===== src/rtl/watchdog_timer.sv =====
// watchdog_timer: armed down-counter that issues a fixed-length reset request when not kicked in time
// Ports:
//   i_clk          rising-edge clock
//   i_reset        synchronous active-high reset (leaves o_timeout_flag untouched)
//   i_enable       1 arms, 0 disarms
//   i_kick         service strobe, reloads the counter from i_timeout
//   i_timeout      reload value in clocks, sampled on arm and on every kick
//   i_flag_clr     clears the sticky timeout flag
//   o_wdt_reset    registered reset request, PULSE_CYCLES clocks long
//   o_warn         registered, high while armed with count <= WARN_CYCLES
//   o_timeout_flag sticky reset-cause flag
//   o_count        current counter value
module watchdog_timer #(
    parameter int CNT_W        = 16,
    parameter int WARN_CYCLES  = 256,
    parameter int PULSE_CYCLES = 32
) (
    input  logic             i_clk,
    input  logic             i_reset,
    input  logic             i_enable,
    input  logic             i_kick,
    input  logic [CNT_W-1:0] i_timeout,
    input  logic             i_flag_clr,
    output logic             o_wdt_reset,
    output logic             o_warn,
    output logic             o_timeout_flag,
    output logic [CNT_W-1:0] o_count
);
    typedef enum logic [1:0] {S_IDLE, S_RUN, S_WARN, S_FIRE} state_t;
    localparam logic [7:0] PULSE_V = 8'(PULSE_CYCLES - 1);
    // Power-up values come from the declaration initialisers; i_reset never touches flag.
    state_t           state = S_IDLE;
    state_t           state_d;
    logic [CNT_W-1:0] count = '0;
    logic [CNT_W-1:0] count_d;
    logic [CNT_W-1:0] dec;
    logic [7:0]       pulse = '0;
    logic [7:0]       pulse_d;
    logic             warn = 1'b0;
    logic             wdt = 1'b0;
    logic             flag = 1'b0;
    logic             fire;
    function automatic logic in_warn(input logic [CNT_W-1:0] v);
        return 32'(v) <= 32'(WARN_CYCLES);
    endfunction
    assign dec = (count == '0) ? '0 : count - 1'b1;
    always_comb begin
        state_d = state;
        count_d = count;
        pulse_d = pulse;
        case (state)
            S_IDLE: begin
                count_d = '0;
                if (i_enable && i_timeout != '0) begin
                    count_d = i_timeout;
                    state_d = in_warn(i_timeout) ? S_WARN : S_RUN;
                end
            end
            S_RUN, S_WARN: begin
                if (!i_enable) begin
                    state_d = S_IDLE;
                    count_d = '0;
                end else if (i_kick) begin
                    count_d = i_timeout;
                    state_d = in_warn(i_timeout) ? S_WARN : S_RUN;
                end else if (count == '0) begin
                    state_d = S_FIRE;
                    pulse_d = PULSE_V;
                end else begin
                    count_d = dec;
                    state_d = in_warn(dec) ? S_WARN : S_RUN;
                end
            end
            S_FIRE: begin
                // Leaving goes to idle only; arming is re-evaluated on the following clock.
                count_d = '0;
                state_d = (pulse == '0) ? S_IDLE : S_FIRE;
                pulse_d = (pulse == '0) ? '0 : pulse - 1'b1;
            end
            default: begin
                state_d = S_IDLE;
                count_d = '0;
                pulse_d = '0;
            end
        endcase
    end
    assign fire = (state_d == S_FIRE) && (state != S_FIRE);
    always_ff @(posedge i_clk) begin
        if (i_reset) begin
            state <= S_IDLE;
            count <= '0;
            pulse <= '0;
            warn  <= 1'b0;
            wdt   <= 1'b0;
        end else begin
            state <= state_d;
            count <= count_d;
            pulse <= pulse_d;
            warn  <= state_d == S_WARN;
            wdt   <= state_d == S_FIRE;
            flag  <= fire | (flag & ~i_flag_clr);
        end
    end
    assign o_wdt_reset    = wdt;
    assign o_warn         = warn;
    assign o_timeout_flag = flag;
    assign o_count        = count;
endmodule


===== config.mk =====
export PLATFORM = sky130hd
export DESIGN_NAME = watchdog_timer
export DESIGN_NICKNAME = d
export VERILOG_FILES = /design/src/rtl/watchdog_timer.sv
export SDC_FILE = /design/constraint.sdc
export NUM_CORES = 1
export LEC_CHECK = 0
export CAP_MARGIN = 40
export CORE_MARGIN = 2
export CORE_UTILIZATION = 45
export CTS_CLUSTER_SIZE = 10
export DETAILED_ROUTE_END_ITERATION = 10
export PLACE_DENSITY = 0.81
export REMOVE_ABC_BUFFERS = 1
export SLEW_MARGIN = 20
export SYNTH_ARGS = -nofsm -noshare
export SYNTH_HDL_FRONTEND = slang
export SYNTH_SLANG_ARGS = --single-unit

===== constraint.sdc =====
create_clock -name i_clk -period 6.6 [get_ports i_clk]
set_clock_uncertainty 0.2 [all_clocks]
set_input_delay 0.99 -clock i_clk [delete_from_list [all_inputs] [get_ports i_clk]]
set_output_delay 0.99 -clock i_clk [all_outputs]
set_load 0.02 [all_outputs]

==> results.md <==
* Largest fanout on the critical path at 3
* Final #Nets at 294
* Flops & latches, synth at 29
* FP Rows at 22
* Starting density of the core at a little under half
* DP Worst Slack at roughly 3.2 ns
* Via density per instance at roughly 5.7
* Largest net degree at the start of global routing at 15
* PD cells at around 440 nW/um^2
* Worst Max-Slew Pin Slew at 0.713 ns
* Setup bufs post-CTS at 0
* Latest clock arrival within the worst-skew pair at ~0.28 ns
* Core ar. at between 3000 and 4000 um^2
* # DRC at 0
* Setup crit end kind: flop
* CP Data Required Time at ~6.6 ns
* Tmin final at ~3.1 ns
* Antenna-violating nets left at 0
* Slew HR at around 52%
* Pleak at around 0.87 nW
* CTS resizes at 0
* HPWL Detailed at about 3300 um
* WL/cell at 14.0 um
* Outcome: finished clean
* Final Hold Vio Count at 0
* HP Class: flop to flop
* Clock transition at the registers of the reported paths at about 0.07 ns
* Max Cap Viol at 0
* Detailed Routing Iterations Pass 1 at 4
* ANT cells at 0
* Post-synth ARST share at 0%
* EDFF count, synth at 1
* GR Util All Layers at approximately 22%
* Setup TNS at 0 ns
* Synthesized area per cell at 7.91 um^2
* Cell total after placement at 309
* PnR Total Power at 1.02 mW
* Post-Route WL at ~4400 um
* Die height at approximately 67 um
* Syn Inst Count at about 230
* Layout cells sized above 1 at around 6.7%
* Top FF cell, synth: dfxtp_1
* Via count at roughly 1800
* GP Congestion at about 0.9
* Vias in the first global route at approximately 1700
* Root Driver: clkbuf_8
* Cell Area, Placed at approximately 2200 um^2
* Critical path startpoint category: input port
* DIE AREA at approximately 4500 um^2
* Library cells used by synthesis at between 40 and 50
* CTS HTree Levels at 2
* 1st-iter DRT viols at between 100 and 150
* Clk buf depth at 2
* Fmax at around 320 MHz
* Die Wd at approximately 67 um
* Final Non-Filler Cells at around 320
* Seq/Total Area, Yosys at roughly 33%
* CTS tree: built
* Final Cell Area at ~2400 um^2
* Worst vdd ir at 0.263 mV
* IO Port Bufs at 39
* Final Util at about 63%
* Fin worst setup slack at between 3 and 4 ns
* Num CTS Buffers at 5
* Cts-stage hold buffer count at 0
* Period utilization at between 40% and 50%
* Data arrival time of the critical path at roughly 3.2 ns
* Slew Limit Fails at 0
* GRT overflow at 0
* Fill count at 331
* Clk sinks at 29
* Antenna violations before repair at 0
* First-pass GRT wire length at approximately 7700 um
* Synthesis-to-layout area growth at 31.1%
* Worst setup path category: input port to flop
* Netlist Area Pre-Place at roughly 1800 um^2
* Final setup viols at 0
* Yosys warns at 0
* Io pins at 40
* Final hold slack at about 0.32 ns
* RSZ-0062 raised after global routing: false
==> state kept, by name, indices dropped and copies added (netlist names) <==
signal          flops
o_warn              1
o_timeout_flag      1
pulse               8
o_count            16
state               2
o_wdt_reset         1
==> metal layers <==
layer	track usage (%)	wire [um]
met3	5.17	329
met1	29.3	1940
met2	35.9	2080
met5	0	0
met4	8.67	78
==> cell families (layout without fill, tap and decap cells) <==
family	count (synthesis)	in the layout	share of synthesized area, %
AO/OA/AOI/OAI	58	58	23.2
XOR/XNOR	13	13	6.34
adder cells (fa/ha/maj)	5	5	3.48
buffers and inverters	22	64	4.74
flip-flops	29	29	32.9
multiplexers	1	1	0.836
AND/OR/NAND/NOR	99	99	28.5
==> cell usage in the layout (no fill, tap or decap), types with 2 or more instances in the layout <==
cell type,Yosys,routed
nand2_1,22,22
ha_1,5,5
nor2b_1,2,2
buf_4,0,2
xnor2_1,9,9
and2_1,2,2
clkbuf_8,0,6
or4_1,3,3
clkdlybuf4s50_1,0,39
nand3b_1,2,2
inv_1,15,15
a21oi_1,6,6
nor2_1,37,37
o21ai_1,4,4
o211ai_1,4,4
nor4_1,7,7
xor2_1,4,4
or3_1,2,2
o21ai_0,9,9
a211o_1,2,2
a22oi_1,16,16
dfxtp_1,28,28
nor3_2,2,2
nor3_1,9,9
nand3_1,2,2
a211oi_1,3,2
nand4_1,3,3
==> path summary, 6_finish.rpt <==
check | slack [ns] | depth (start not counted) | start | endpoint
setup / recovery | 3.46 | 8 | i_timeout[6] | o_warn$_SDFF_PP0_
hold / removal | 0.32 | 2 | pulse[5]$_SDFFE_PP0P_ | pulse[5]$_SDFFE_PP0P_
setup reg to reg | 3.75 | 9 | o_count[0]$_SDFFE_PP0P_ | o_timeout_flag$_DFFE_PN_
hold reg to reg | 0.32 | 2 | pulse[5]$_SDFFE_PP0P_ | pulse[5]$_SDFFE_PP0P_
==> worst max-delay path, stage by stage <==
cell	delay (ns)
clkdlybuf4s50_1	0.42
nor4_1	0.47
a21boi_1	0.19
o21ai_0	0.27
o21ai_0	0.14
a22o_1	0.21
a311o_1	0.37
nor3_2	0.10
==> synthesized netlist by cell type (5+ instances only) <==
cell,instances,area share [%]
a21oi_1,6,1.7
a22oi_1,16,6.7
clkbuf_1,5,1.0
dfxtp_1,28,31
ha_1,5,3.5
inv_1,15,3.1
nand2_1,22,4.6
nor2_1,37,7.7
nor3_1,9,2.5
nor4_1,7,2.4
o21ai_0,9,2.5
xnor2_1,9,4.4
==> power breakdown <==
part	switching [mW]	internal (mW)
Sequential	0.0468	0.220
Combinational	0.321	0.245
Clock	0.0689	0.123
Total	0.436	0.588
==> cell type report <==
class / instances / area [um^2] / share of cell area [%]
repair buffers: 41 / 405 / 17.2
well taps: 48 / 60.1 / 2.55
flip-flops and latches: 29 / 591 / 25.1
inverters: 15 / 56.3 / 2.39
clock inverters: 1 / 30.0 / 1.28
clock buffers: 7 / 86.3 / 3.67
multi-input cells: 176 / 1120 / 47.8
Note: power is estimated with default switching activity, not from simulation.
